`config.mk`:
```
export PLATFORM = sky130hd
export DESIGN_NAME = program_mem_loader
export DESIGN_NICKNAME = d
export VERILOG_FILES = /design/src/rtl/program_mem_loader.sv
export SDC_FILE = /design/constraint.sdc
export NUM_CORES = 1
export LEC_CHECK = 0
export ABC_AREA = 1
export BUFFER_PORTS_ARGS = -buffer_cell sky130_fd_sc_hd__buf_2
export CAP_MARGIN = 30
export CORE_ASPECT_RATIO = 1.2
export CORE_UTILIZATION = 29
export CTS_CLUSTER_SIZE = 8
export DETAILED_ROUTE_END_ITERATION = 8
export MAX_ROUTING_LAYER = met4
export PLACE_DENSITY = 0.54
export SLEW_MARGIN = 25
export SYNTH_ARGS = -nofsm -noshare
export SYNTH_HDL_FRONTEND = slang
export SYNTH_SLANG_ARGS = --single-unit
```
`constraint.sdc`:
```
create_clock -name clk -period 7.9 [get_ports clk]
set_input_delay 1.58 -clock clk [delete_from_list [all_inputs] [get_ports clk]]
set_output_delay 1.58 -clock clk [all_outputs]
set_load 0.05 [all_outputs]
```
`src/rtl/program_mem_loader.sv`:
```
// program_mem_loader: zero-clearing instruction store with 1-cycle fetch and byte-wide run-time loader.
// Define PMEM_PARITY_EN to add a per-word even-parity bit checked on fetch.
module program_mem_loader #(
    parameter int PC_WIDTH = 8,
    parameter int IR_WIDTH = 16,
    parameter int CMD_CNT  = 64
) (
    input  logic                clk,
    input  logic                res,
    input  logic                load_req,
    input  logic [7:0]          ld_data,
    input  logic                ld_valid,
    input  logic                ld_last,
    output logic                ld_ready,
    input  logic [PC_WIDTH-1:0] pc,
    input  logic                fetch_en,
    output logic [IR_WIDTH-1:0] ir,
    output logic                ir_valid,
    output logic                busy,
    output logic                load_ovf,
    output logic                parity_err
);
    localparam int NB = IR_WIDTH / 8;
    localparam int AW = CMD_CNT > 1 ? $clog2(CMD_CNT) : 1;
    localparam int BW = $clog2(NB) + 1;
    localparam logic [AW-1:0] LAST = AW'(CMD_CNT - 1);

    typedef enum logic [1:0] {CLEAR, IDLE, LOAD} state_t;
    state_t state, state_n;
    logic [AW-1:0] ptr, ptr_n;
    logic [BW-1:0] bcnt, bcnt_n;
    logic [IR_WIDTH-1:0] acc, acc_n, asm_word, wdata;
    logic we, fetch, ovf_set, in_range;
    logic [IR_WIDTH-1:0] mem [CMD_CNT];

    assign ld_ready = state == LOAD;
    assign busy     = state != IDLE;
    assign in_range = {1'b0, pc} < (PC_WIDTH + 1)'(CMD_CNT);
    // Bytes land MSB-first; unfilled low bytes stay 0, which doubles as ld_last padding.
    assign asm_word = acc | (IR_WIDTH'(ld_data) << (8 * (NB - 1 - int'(bcnt))));

    always_comb begin
        state_n = state;
        ptr_n   = ptr;
        bcnt_n  = bcnt;
        acc_n   = acc;
        we      = 1'b0;
        wdata   = asm_word;
        fetch   = 1'b0;
        ovf_set = 1'b0;
        case (state)
            CLEAR: begin
                we      = 1'b1;
                wdata   = '0;
                ptr_n   = ptr == LAST ? '0 : ptr + AW'(1);
                state_n = ptr == LAST ? IDLE : CLEAR;
            end
            IDLE: begin
                fetch   = fetch_en & ~load_req;
                state_n = load_req ? LOAD : IDLE;
                ptr_n   = load_req ? '0 : ptr;
                bcnt_n  = load_req ? '0 : bcnt;
                acc_n   = load_req ? '0 : acc;
            end
            LOAD: begin
                if (ld_valid) begin
                    if (bcnt == BW'(NB - 1) || ld_last) begin
                        we      = 1'b1;
                        ptr_n   = ptr + AW'(1);
                        bcnt_n  = '0;
                        acc_n   = '0;
                        ovf_set = ~ld_last & (ptr == LAST);
                        state_n = (ld_last || ptr == LAST) ? IDLE : LOAD;
                    end else begin
                        bcnt_n = bcnt + BW'(1);
                        acc_n  = asm_word;
                    end
                end
            end
            default: state_n = CLEAR;
        endcase
    end

    always_ff @(posedge clk) begin
        if (res) begin
            state    <= CLEAR;
            ptr      <= '0;
            bcnt     <= '0;
            acc      <= '0;
            ir       <= '0;
            ir_valid <= 1'b0;
            load_ovf <= 1'b0;
        end else begin
            state    <= state_n;
            ptr      <= ptr_n;
            bcnt     <= bcnt_n;
            acc      <= acc_n;
            ir_valid <= fetch;
            ir       <= fetch ? (in_range ? mem[pc[AW-1:0]] : '0) : ir;
            load_ovf <= load_ovf | ovf_set;
        end
    end

    always_ff @(posedge clk) begin
        if (we && !res)
            mem[ptr] <= wdata;
    end

`ifdef PMEM_PARITY_EN
    logic par [CMD_CNT];
    always_ff @(posedge clk) begin
        if (we && !res)
            par[ptr] <= ^wdata;
    end
    always_ff @(posedge clk) begin
        if (res)
            parity_err <= 1'b0;
        else if (fetch && in_range && (^mem[pc[AW-1:0]] != par[pc[AW-1:0]]))
            parity_err <= 1'b1;
    end
`else
    assign parity_err = 1'b0;
`endif
endmodule

```
==> results.toml <==
[clock_network]
root_buffer = "clkbuf_16"
cts_post_setup_buffers_inserted = 0
cts-root-to-sink-buffers = 3
cts_resized = 0
ctsHtreeMaxLevel = 4
tritoncts = "yes"
insertion_delay_ns = 0.76
cts_buffers = 151
cts_stage_hold_buffer_count = 0
clock_sink_count = 1068
worst_path_clk_slew_ns = 0.05

[critical_path]
crit_path_end_kind = "register"
cp_data_required_time_ns = 8.58
critPathArrivalTime_ns = 4.88
worst_path_most_repeated_cell = "nand2_1"
cp_slowest_stage_delay_ns = 0.69
r2r_setup_slack_ns = 3.84
rr_endpoint = "mem[58][13]"
cp_max_fo = 63
start_kind = "input pin"
cp_cell_sequence = "buf_8 -> buf_4 -> buf_4 -> nand2_1 -> nand3_1 -> nand3_1 -> nand2_1 -> nand2_1 -> nand3_1 -> nand3_1 -> nand2_1 -> nand2_1 -> a21oi_1"
timing.rr.start = "state[1]"
rr_worst_depth = 7
critPathSlowestCell = "buf_4"
setup.worst_path.class = "input pin to register"

[pwr]
leakagePower_uw = 0.0179
cellInternalPower_uw = 9850
pwr-share-seq_pct = 48.8
combPwrFrac_pct = 4.7
power_density_of_the_placed_cells_nw_per_um2 = 250
clk_pwr_share_pct = 46.5
peakVddDrop_uv = 218
power.net_switching_uw = 2750
switching_share_pct = 21.8

[floorplan]
ioPinCount = 43
starting_density_pct = 29.3
core_area_sq_um = 149000
fp.dieH_microns = 428
die-area_sq_um = 153000
fp-row-count = 155
die_x_microns = 357

[global_routing]
met2_usage_pct = 27.1
grt_pass1_wl_mm = 187
pin_count_of_the_biggest_net_entering_global_routing = 235
gr-total-overflow = 0
use_met1_pct = 21.4
grtUsageMet3_pct = 3.62
vias_in_the_first_global_route = 27600
global_route.usage.total_pct = 17.1
global_route.peak_usage_layer = "met2"
grt_antenna_before_repair = 5

[worst_hold_path]
hold_class = "register to register"
hold_end = "acc[7]"
hold_path_start = "acc[7]"
holdPathStages = 2

[route]
post-route-drc-count = 0
routedWlPerCell_microns = 21.6
initialDrtViolationCount = 2744
firstDrtPassIters = 6
route.detailed.vias_per_inst = 4.88
ant_nets = 0
dr_total_vias = 28800
finalWirelength_mm = 128

[sta]
setup_viol = 0
finalCriticalPeriod_ns = 4.20
timing.max_slew.rel_slack_pct = 32.2
unrepaired_setup_endpoints_after_global_routing = "no"
worstMarginPinSlew_ns = 1.02
max_clock_freq_mhz = 238
timing_hold_violations_final = 0
final.setup_skew_ns = 0.0275
finalCritPeriodShare_pct = 53.2
report.final.slew_viol_count = 0
setup-tns-final_ns = 0

[outcome]
outcome = "finished clean"

[synth]
ys_types = 32
count_of_warnings_emitted_by_yosys = 0
synthesis.area_sq_um = 43800
synth_seq_cells = 1068
ys.flop_type = "edfxtp_1"
post_synth.cell_area_avg_sq_um = 11.5
synth-async-reset-ratio_pct = 0
ys_seq_area_share_pct = 72.3
post_synth_inst_count = 3806
postSynthNetCount = 3834
synth_enable_flop_cells = 1024

[finish]
fin_area_sq_um = 50300
drive_gt1_share_pct = 9.07
final_net_count = 3907
layout_common_cells = "nand2_1 (1,390), edfxtp_1 (1,024), nand3_1 (874)"
area_growth_syn_to_fin_pct = 15.0
layout.cells.most_common = "nand2_1"
final_core_utilization_pct = 33.7
num-fill-cells = 14900

[placement]
port-buffer-count = 41
placed_cell_area_sq_um = 46100
gp_congestion = 0.850
place_hpwl_mm = 67.7

[run]
maxCapViolations = 0
==> synth_stat cells (4+ instances only) <==
library cell  number  share of area [%]
buf_2            125                1.4
nand4_1            7               0.10
nand2_1         1390                 12
dfxtp_1           44                2.0
inv_2              5              0.043
a21oi_2            4              0.080
nor2_1            94               0.81
buf_1             14               0.12
clkbuf_1          32               0.27
o21ai_0           20               0.23
buf_4             22               0.38
nand3_1          874                 10
inv_1             53               0.45
edfxtp_1        1024                 70
buf_6             37               0.95
ha_1               6               0.17
a21oi_1           36               0.41
==> per-layer routing <==
metal	routed length [microns]	vias to the layer above
met4	4400	0
li1	-	13400
met3	8570	206
met1	53400	14200
met2	61100	934
met5	0	-
==> cells by family after synthesis <==
family	Yosys count	synth area share, %
compound gates	65	0.809
xor+xnor	1	0.0200
fa+ha+maj	6	0.171
buf+inv	292	3.75
flops	1068	72.3
other cells	1	0.00857
simple gates	2373	23.0
==> worst max-delay path by stage <==
stage / cells past startpoint / from / slack, ns / end
floorplan: 4 / ld_data[3] / 4.02 / mem[0][11]
global placement: 13 / pc[0] / 3.04 / ir[13]
detailed placement: 13 / pc[0] / 3.06 / ir[13]
CTS: 13 / pc[0] / 3.86 / ir[13]
global route: 13 / pc[0] / 3.50 / ir[13]
finish: 13 / pc[0] / 3.70 / ir[13]
==> through the flow <==
| step | total power, uW | hold slack (ns) | instances | setup WS (ns) |
|---|---|---|---|---|
| after global placement | 6840 | 0.447 | 5686 | 3.04 |
| after global routing | 13000 | 0.482 | 5899 | 3.50 |
| after floorplan | 6660 | 0.441 | 3806 | 4.02 |
| final | 12600 | 0.458 | 5900 | 3.70 |
| after CTS | 12700 | 0.460 | 5896 | 3.86 |
| after detailed placement | 6850 | 0.452 | 5687 | 3.06 |
==> power by group through the flow <==
stage / sequential (uW) / combinational, uW / clock (uW)
final: 6150 / 590 / 5860
after floorplan: 6250 / 409 / 0
after global placement: 6250 / 592 / 0
after CTS: 6150 / 594 / 5960
after global routing: 6140 / 648 / 6180
after detailed placement: 6250 / 592 / 0
==> registers in the layout, indices dropped and copies added, names as in the netlist <==
signal    count
ir           16
mem        1024
state         2
bcnt          2
ir_valid      1
ptr           6
acc          16
load_ovf      1
==> worst max-delay path, delay by kind of cell <==
family                 cells  cell delay (ns)
buffers and inverters      3             1.74
AND/OR/NAND/NOR            9             1.28
AO/OA/AOI/OAI              1             0.15
==> area by class of cell <==
type	instances	area [sq um]	area share, %
flip-flops and latches	1068	31600	62.8
multi-input cells	2446	10600	21.1
clock buffers	200	4100	8.15
well taps	1962	2450	4.88
repair buffers	152	1150	2.28
inverters	60	253	0.502
clock inverters	9	104	0.206
diodes	3	7.51	0.0149
No activity file was read; power rests on OpenSTA's default activity.
